<file path="src/rtl/circuit_b_bist.sv">
// BIST controller for a 3-input/2-output combinational CUT: exhaustive
// binary-count stimulus on A,B,C, MISR compaction of Y,Z, golden compare.
module circuit_b_bist #(
  parameter int                NPAT   = 8,
  parameter int                MISR_W = 8,
  parameter logic [MISR_W-1:0] POLY   = 8'h1D,
  parameter logic [MISR_W-1:0] GOLDEN = 8'hCC
) (
  input  logic              CLK,
  input  logic              RST_N,
  input  logic              START,
  output logic              A,
  output logic              B,
  output logic              C,
  input  logic              Y,
  input  logic              Z,
  output logic              BUSY,
  output logic              DONE,
  output logic              PASS,
  output logic [MISR_W-1:0] SIG,
  output logic [1:0]        fsm_state
);

  // Handshake: START is a request sampled on each rising edge and is only
  // accepted in IDLE (BUSY=0). BUSY stays high for the whole run including
  // the compare cycle; DONE is a one-cycle completion strobe qualifying PASS.
  // PASS then holds until the next accepted START clears it.

  typedef enum logic [1:0] {
    S_IDLE = 2'd0,
    S_RUN  = 2'd1,
    S_CMP  = 2'd2
  } state_t;

  localparam logic [7:0] LAST_IDX = 8'(NPAT - 1);

  state_t            state_q, state_d;
  logic [7:0]        idx_q, idx_d, idx_inc;
  logic [2:0]        pat_q, pat_d;
  logic [MISR_W-1:0] sig_q, sig_d, misr_next;
  logic              busy_q, busy_d;
  logic              done_q, done_d;
  logic              pass_q, pass_d;

  assign idx_inc = idx_q + 8'd1;

  // One MISR step: shift left, fold the MSB back through the tap mask, and
  // inject the CUT response with Y on bit 1 and Z on bit 0.
  always_comb begin
    misr_next = {sig_q[MISR_W-2:0], 1'b0};
    if (sig_q[MISR_W-1]) begin
      misr_next = misr_next ^ POLY;
    end
    misr_next = misr_next ^ {{(MISR_W-2){1'b0}}, Y, Z};
  end

  always_comb begin
    state_d = state_q;
    idx_d   = idx_q;
    pat_d   = pat_q;
    sig_d   = sig_q;
    busy_d  = busy_q;
    done_d  = 1'b0;
    pass_d  = pass_q;
    case (state_q)
      S_IDLE: begin
        if (START) begin
          sig_d   = '0;
          idx_d   = '0;
          pat_d   = '0;
          pass_d  = 1'b0;
          busy_d  = 1'b1;
          state_d = S_RUN;
        end
      end
      S_RUN: begin
        sig_d = misr_next;
        if (idx_q == LAST_IDX) begin
          state_d = S_CMP;
        end else begin
          idx_d = idx_inc;
          // Patterns count modulo 8, so runs longer than 8 wrap 111->000.
          pat_d = idx_inc[2:0];
        end
      end
      S_CMP: begin
        pass_d  = (sig_q == GOLDEN);
        done_d  = 1'b1;
        busy_d  = 1'b0;
        pat_d   = '0;
        state_d = S_IDLE;
      end
      default: begin
        state_d = S_IDLE;
      end
    endcase
  end

  always_ff @(posedge CLK or negedge RST_N) begin
    if (!RST_N) begin
      state_q <= S_IDLE;
      idx_q   <= '0;
      pat_q   <= '0;
      sig_q   <= '0;
      busy_q  <= 1'b0;
      done_q  <= 1'b0;
      pass_q  <= 1'b0;
    end else begin
      state_q <= state_d;
      idx_q   <= idx_d;
      pat_q   <= pat_d;
      sig_q   <= sig_d;
      busy_q  <= busy_d;
      done_q  <= done_d;
      pass_q  <= pass_d;
    end
  end

  assign A         = pat_q[2];
  assign B         = pat_q[1];
  assign C         = pat_q[0];
  assign BUSY      = busy_q;
  assign DONE      = done_q;
  assign PASS      = pass_q;
  assign SIG       = sig_q;
  assign fsm_state = state_q;

endmodule

</file>
<file path="config.mk">
export PLATFORM = sky130hd
export DESIGN_NAME = circuit_b_bist
export DESIGN_NICKNAME = d
export VERILOG_FILES = /design/src/rtl/circuit_b_bist.sv
export SDC_FILE = /design/constraint.sdc
export NUM_CORES = 1
export LEC_CHECK = 0
export CORE_AREA = 5 5 52 54
export CTS_BUF_LIST = sky130_fd_sc_hd__clkbuf_4 sky130_fd_sc_hd__clkbuf_8 sky130_fd_sc_hd__clkbuf_16
export CTS_CLUSTER_SIZE = 12
export DETAILED_ROUTE_END_ITERATION = 6
export DIE_AREA = 0 0 57 59
export PLACE_DENSITY = 0.82
export SETUP_SLACK_MARGIN = 0.2
export SLEW_MARGIN = 20
export SYNTH_ARGS = -nofsm -noshare
export SYNTH_HDL_FRONTEND = slang
export SYNTH_SLANG_ARGS = --single-unit
</file>
<file path="constraint.sdc">
create_clock -name CLK -period 2.8 [get_ports CLK]
set_clock_uncertainty 0.05 [all_clocks]
set_input_delay 0.56 -clock CLK [delete_from_list [all_inputs] [get_ports CLK]]
set_output_delay 0.56 -clock CLK [all_outputs]
set_load 0.1 [all_outputs]
</file>
==> results of run 1 <==
## worst register-to-register path, delay by kind of cell, from the launching register on
kind,cells,cell delay [ns]
compound gates,3,1.16
flops,1,0.49
## synth_stat cells, drive strengths merged, types with 2 or more instances
| master | n |
|---|---|
| dfrtp | 24 |
| a22o | 4 |
| buf | 5 |
| nand2 | 15 |
| o21bai | 4 |
| and2b | 2 |
| nor2 | 3 |
| a21oi | 6 |
| o21ai | 7 |
| xnor2 | 5 |
| or4 | 3 |
| inv | 5 |
| nand2b | 2 |
| o211ai | 3 |
| nand3 | 5 |
| nand4 | 2 |
## metrics by stage
step,hold WS [ns],instance area [um^2],worst slack (ns),instances
after detailed placement,0.437,1300,0.498,153
after CTS,0.467,1340,0.840,157
final,0.467,1340,0.818,157
after global routing,0.491,1340,0.630,157
after floorplan,0.214,1130,0.824,109
after global placement,0.411,1300,0.553,153
## per-layer routing
layer	part of all wire, %	vias up	global-route usage (%)
li1	-	432	-
met1	44	430	19.4
met3	6.4	4	3.05
met5	0	-	0
met4	1.1	0	5.63
met2	49	30	26.6
## path summary, 6_finish.rpt
check | slack (ns) | to
min reg2reg | 0.47 | PASS
max in group asynchronous | 1.94 | pat_q[2]
max reg2reg | 1.04 | idx_q[1]
min | 0.47 | PASS
max | 0.82 | idx_q[1]
min in group asynchronous | 0.53 | BUSY
## registers in the layout (all words and copies together) (netlist names)
name and count:
PASS 1, fsm_state 2, pat_q 3, BUSY 1, SIG 8, DONE 1, idx_q 8
## cell families after synthesis
group	after synthesis	synth area share [%]
AO/OA/AOI/OAI	31	18.9
XOR/XNOR	6	4.67
adder cells (fa/ha/maj)	1	1.11
buffers and inverters	10	4.33
flip-flops	24	53.3
multiplexers	1	0.889
AND/OR/NAND/NOR	36	16.8
## layout make-up
type / instances / share of cell area (%)
repair buffers: 21 / 12.6
multi-input cells: 75 / 35.7
flip-flops and latches: 24 / 45.0
clock buffers: 4 / 2.72
well taps: 28 / 2.62
inverters: 5 / 1.41
## layout by cell type (no fill, tap or decap), types with 2 or more instances in the layout
master | netlist | layout
xnor2_1 | 5 | 5
dfrtp_1 | 24 | 24
and2b_2 | 2 | 2
buf_4 | 0 | 17
clkbuf_4 | 0 | 3
nand4_1 | 2 | 2
nand2_1 | 15 | 15
o21bai_1 | 4 | 4
nor2_1 | 3 | 3
nand3_1 | 5 | 5
nand2b_1 | 2 | 2
or4_1 | 3 | 3
a21oi_1 | 5 | 5
o21ai_0 | 7 | 7
inv_1 | 5 | 5
clkdlybuf4s50_1 | 0 | 4
o211ai_1 | 3 | 3
a22o_1 | 4 | 4
==> metrics.txt, run 1 <==
# TYPE chip_impl_metric gauge
chip_impl_info{name="synth_top_cells_by_area",value="dfrtp_1 (53%), nand2_1 (5.0%), xnor2_1 (3.9%)"} 1
chip_impl_metric{name="final_core_utilization",unit="%"} 61.5
chip_impl_metric{name="yosys_register_bits",unit=""} 24
chip_impl_metric{name="largest_net_degree_at_the_start_of_global_routing",unit=""} 25
chip_impl_metric{name="gp_congestion",unit=""} 0.820
chip_impl_metric{name="initial_utilization",unit="%"} 51.9
chip_impl_metric{name="post_synthesis_net_count",unit=""} 115
chip_impl_metric{name="clkSlewWorstSetupHoldPaths",unit="ns"} 0.13
chip_impl_metric{name="floorplan.die.height",unit="um"} 59
chip_impl_info{name="critical_path_class",value="input pin to register"} 1
chip_impl_metric{name="die_w",unit="um"} 57
chip_impl_info{name="outcome",value="complete, no violations"} 1
chip_impl_info{name="root_buffer",value="clkbuf_4"} 1
chip_impl_info{name="worst_setup_path_startpoint",value="START"} 1
chip_impl_metric{name="post_cts_setup_driven_buffer_insertion_count",unit=""} 0
chip_impl_metric{name="total_wire_length",unit="mm"} 2.38
chip_impl_metric{name="cts_hold_buf",unit=""} 0
chip_impl_metric{name="io_buffers",unit=""} 20
chip_impl_info{name="synth_largest_area_cell",value="dfrtp_1"} 1
chip_impl_metric{name="tightestPinTransition",unit="ns"} 0.989
chip_impl_metric{name="syn_inst",unit=""} 109
chip_impl_metric{name="detail_routed_via_count_per_cell",unit=""} 5.71
chip_impl_metric{name="proportion_of_layout_cells_with_a_drive_suffix_above_1",unit="%"} 19.4
chip_impl_metric{name="synth-edff-count",unit=""} 0
chip_impl_metric{name="global_route_wire_length_before_repair",unit="mm"} 4.12
chip_impl_metric{name="grt-ovfl-total",unit=""} 0
chip_impl_metric{name="detail_route.iter0.violations",unit=""} 23
chip_impl_metric{name="tritoncts_buffer_count",unit=""} 3
chip_impl_metric{name="path_depth",unit=""} 4
chip_impl_info{name="rr_startpoint",value="fsm_state[0]"} 1
chip_impl_metric{name="area.growth.synth_to_final",unit="%"} 18.6
chip_impl_metric{name="worst-r2r-cell-count",unit=""} 3
chip_impl_info{name="synth_flop_cell",value="dfrtp_1"} 1
chip_impl_metric{name="routedWlPerCell",unit="um"} 15.1
chip_impl_metric{name="first_global_vias",unit=""} 909
chip_impl_metric{name="multi_input_area",unit="um^2"} 477
chip_impl_metric{name="vias",unit=""} 896
chip_impl_metric{name="remaining_drc_errors",unit=""} 0
chip_impl_metric{name="timing.critical_path.required",unit="ns"} 3.00
chip_impl_metric{name="antenna_violating_nets_post_route",unit=""} 0
chip_impl_info{name="path_cells",value="clkdlybuf4s50_1 > o21bai_1 > a31oi_1 > o2bb2ai_1"} 1
chip_impl_metric{name="max-clock-path-buffers",unit=""} 2
chip_impl_metric{name="antenna_found_initial",unit=""} 0
chip_impl_info{name="largest_delay_contributor_family_on_the_critical_path",value="compound AO/OA/AOI/OAI gates"} 1
chip_impl_metric{name="worst_ep_arrival_time",unit="ns"} 2.19
chip_impl_metric{name="max_slew_margin",unit="%"} 34.0
chip_impl_metric{name="worst_path_largest_cell_delay",unit="ns"} 0.80
chip_impl_metric{name="num_antenna_cells",unit=""} 0
chip_impl_metric{name="final_net_count",unit=""} 136
chip_impl_metric{name="post_synth.cell_area_avg",unit="um^2"} 10.3
chip_impl_info{name="cp-end-kind",value="register"} 1
chip_impl_metric{name="report.final.setup_viol",unit=""} 0
chip_impl_metric{name="length_of_the_first_detailed_routing_pass_in_iterations",unit=""} 4
chip_impl_metric{name="core.rowCount",unit=""} 17
chip_impl_metric{name="max_cap_viol_count",unit=""} 0
chip_impl_metric{name="yosys.cell_types.count",unit=""} 33
chip_impl_info{name="cp_slowest_cell",value="o21bai_1"} 1
chip_impl_metric{name="global_route.usage.total",unit="%"} 15.5
chip_impl_metric{name="slew_violations",unit=""} 0
chip_impl_metric{name="report.final.hold_viol_count",unit=""} 0
chip_impl_metric{name="timing.critical_path.fanout_max",unit=""} 14
chip_impl_metric{name="postCtsResizedCells",unit=""} 0
chip_impl_metric{name="fmaxAchievable",unit="GHz"} 0.505
chip_impl_metric{name="worstHoldPathCells",unit=""} 2
chip_impl_metric{name="clock_sink_count",unit=""} 24
chip_impl_metric{name="timing.final.crit_period",unit="ns"} 1.98
chip_impl_metric{name="dp.final_hpwl",unit="mm"} 1.69
chip_impl_metric{name="io_pins",unit=""} 21
chip_impl_metric{name="yosysSeqAreaShare",unit="%"} 53.3
chip_impl_info{name="min-delay-path-class",value="register to register"} 1
chip_impl_metric{name="area_of_the_mapped_netlist",unit="mm^2"} 0.00113
chip_impl_metric{name="clock_h_tree_levels",unit=""} 1
chip_impl_metric{name="async_reset_ff_share",unit="%"} 100
chip_impl_metric{name="final.setup.tns",unit="ns"} 0
chip_impl_info{name="unrepaired_setup_endpoints_after_global_routing",value="no"} 1
chip_impl_metric{name="core_region",unit="mm^2"} 0.00217
chip_impl_info{name="startpoint_type_of_the_worst_setup_path",value="input pin"} 1
chip_impl_metric{name="sequential_cell_area",unit="um^2"} 601
chip_impl_metric{name="fillerInstances",unit=""} 191
chip_impl_metric{name="yosys_warnings",unit=""} 0
chip_impl_metric{name="insertion_delay",unit="ns"} 0.31
chip_impl_metric{name="die_area",unit="mm^2"} 0.00336
chip_impl_metric{name="yosysTopAreaCellShare",unit="%"} 53.3
chip_impl_info{name="tritoncts",value="done"} 1
chip_impl_metric{name="final.period_utilization",unit="%"} 70.8
chip_impl_info{name="min_from",value="PASS"} 1
chip_impl_metric{name="critical_path_buf_inv_count",unit=""} 1
Power of run 1 is not shown: default switching activity piles up to over one toggle a cycle in this logic, so the estimate is an artifact.
==> inputs of run 2 (changes only) <==
Settings changed: CORE_AREA 5 5 52 54 to 5 5 57 59, DIE_AREA 0 0 57 59 to 0 0 62 64, PLACE_DENSITY 0.82 to 0.72.
Clock period 2.8 ns to 1.8 ns, I/O delays scaled along.
==> metrics.txt, run 2 (synthesis results as in run 1) <==
# TYPE chip_impl_metric gauge
chip_impl_metric{name="tritoncts_buffer_count",unit=""} 3
chip_impl_metric{name="io_pins",unit=""} 21
chip_impl_info{name="root_buffer",value="clkbuf_4"} 1
chip_impl_metric{name="gp_congestion",unit=""} 0.777
chip_impl_metric{name="clkSlewWorstSetupHoldPaths",unit="ns"} 0.13
chip_impl_metric{name="area.growth.synth_to_final",unit="%"} 41.2
chip_impl_metric{name="max_slew_margin",unit="%"} 76.3
chip_impl_metric{name="fmaxAchievable",unit="GHz"} 0.661
chip_impl_metric{name="timing.final.crit_period",unit="ns"} 1.51
chip_impl_metric{name="final.period_utilization",unit="%"} 84.0
chip_impl_metric{name="io_buffers",unit=""} 20
chip_impl_metric{name="timing.critical_path.fanout_max",unit=""} 4
chip_impl_metric{name="antenna_violating_nets_post_route",unit=""} 0
chip_impl_metric{name="timing.critical_path.required",unit="ns"} 2.00
chip_impl_info{name="mostFrequentLayoutCells",value="dfrtp_1 (21), buf_12 (16), nand2_1 (15)"} 1
chip_impl_metric{name="clock_sink_count",unit=""} 24
chip_impl_metric{name="sequential_cell_area",unit="um^2"} 609
chip_impl_metric{name="num_antenna_cells",unit=""} 0
chip_impl_metric{name="insertion_delay",unit="ns"} 0.32
chip_impl_metric{name="initial_utilization",unit="%"} 42.3
chip_impl_metric{name="routedWlPerCell",unit="um"} 14.1
chip_impl_metric{name="fillerInstances",unit=""} 227
chip_impl_metric{name="max-clock-path-buffers",unit=""} 2
chip_impl_metric{name="report.final.setup_viol",unit=""} 0
chip_impl_metric{name="max_cap_viol_count",unit=""} 0
chip_impl_metric{name="die_w",unit="um"} 62
chip_impl_metric{name="slew_violations",unit=""} 0
chip_impl_info{name="outcome",value="complete, no violations"} 1
chip_impl_info{name="tritoncts",value="done"} 1
chip_impl_metric{name="grt-ovfl-total",unit=""} 0
chip_impl_metric{name="final.setup.tns",unit="ns"} 0
chip_impl_metric{name="dp.final_hpwl",unit="mm"} 1.72
chip_impl_metric{name="largest_net_degree_at_the_start_of_global_routing",unit=""} 25
chip_impl_metric{name="proportion_of_layout_cells_with_a_drive_suffix_above_1",unit="%"} 25.0
chip_impl_info{name="critical_path_class",value="register to register"} 1
chip_impl_metric{name="total_wire_length",unit="mm"} 2.30
chip_impl_metric{name="report.final.hold_viol_count",unit=""} 0
chip_impl_info{name="unrepaired_setup_endpoints_after_global_routing",value="yes"} 1
chip_impl_metric{name="length_of_the_first_detailed_routing_pass_in_iterations",unit=""} 4
chip_impl_metric{name="clock_h_tree_levels",unit=""} 1
chip_impl_metric{name="floorplan.die.height",unit="um"} 64
chip_impl_metric{name="tightestPinTransition",unit="ns"} 0.354
chip_impl_metric{name="die_area",unit="mm^2"} 0.00397
chip_impl_info{name="cp-end-kind",value="register"} 1
chip_impl_metric{name="multi_input_area",unit="um^2"} 497
chip_impl_metric{name="first_global_vias",unit=""} 848
chip_impl_metric{name="final_net_count",unit=""} 139
chip_impl_info{name="startpoint_type_of_the_worst_setup_path",value="register"} 1
chip_impl_metric{name="core.rowCount",unit=""} 19
chip_impl_metric{name="remaining_drc_errors",unit=""} 0
chip_impl_metric{name="cts_hold_buf",unit=""} 0
chip_impl_metric{name="global_route.usage.total",unit="%"} 12.6
chip_impl_metric{name="worst_ep_arrival_time",unit="ns"} 1.72
chip_impl_metric{name="detail_route.iter0.violations",unit=""} 45
chip_impl_info{name="layout.cells.most_common",value="dfrtp_1"} 1
chip_impl_metric{name="antenna_found_initial",unit=""} 0
chip_impl_info{name="min-delay-path-class",value="input pin to asynchronous set/reset pin"} 1
chip_impl_metric{name="post_cts_setup_driven_buffer_insertion_count",unit=""} 0
chip_impl_metric{name="global_route_wire_length_before_repair",unit="mm"} 3.80
chip_impl_metric{name="vias",unit=""} 915
chip_impl_metric{name="detail_routed_via_count_per_cell",unit=""} 5.61
chip_impl_metric{name="core_region",unit="mm^2"} 0.00266
chip_impl_metric{name="postCtsResizedCells",unit=""} 0
==> run 2: cell types whose count changed in the layout (fill, tap and decap cells not counted), sizes merged <==
cell | previous run | this run
buf | 17 | 20
==> run 2: through the flow <==
stage	utilization, %	std cells	setup slack, ns	cell area, um^2	hold WS, ns
after floorplan	-	109	0.190	1140	0.0144
after global placement	57.9	159	0.212	1540	0.478
after detailed placement	57.9	159	0.182	1540	0.479
after CTS	59.3	163	0.276	1580	0.337
after global routing	59.7	163	0.198	1590	0.351
final	59.7	163	0.288	1590	0.326
==> run 2: final timing paths <==
check	startpoint	end	slack, ns	depth (start not counted)
setup / recovery	idx_q[0]	idx_q[0]	0.29	4
hold / removal	RST_N	DONE	0.33	2
setup reg to reg	idx_q[0]	idx_q[0]	0.29	4
hold reg to reg	PASS	PASS	0.51	2
max in group asynchronous	RST_N	fsm_state[1]	1.11	2
min in group CLK	PASS	PASS	0.51	2
==> run 2: final cells by class <==
cell class	instances	share of cell area, %
Timing Repair Buffer	24	24.5
Tap cell	31	2.44
Sequential cell	24	38.3
Multi-Input combinational cell	75	31.2
Clock buffer	4	2.28
Inverter	5	1.18
==> run 2: worst max-delay path, cell delays in order (launching register included) <==
cell and delay, ns:
dfrtp_1 0.43, ha_1 0.22, and4bb_2 0.26, a211oi_1 0.33, o21bai_1 0.16
==> run 2: routing by layer <==
layer | vias up | global-route usage, % | wire [um]
met4 | 0 | 5.57 | 28
met5 | - | 0 | 0
met3 | 3 | 2.41 | 187
met2 | 34 | 19.2 | 1090
li1 | 437 | - | -
met1 | 441 | 17.2 | 987
Power of run 2 is left out for the same reason.
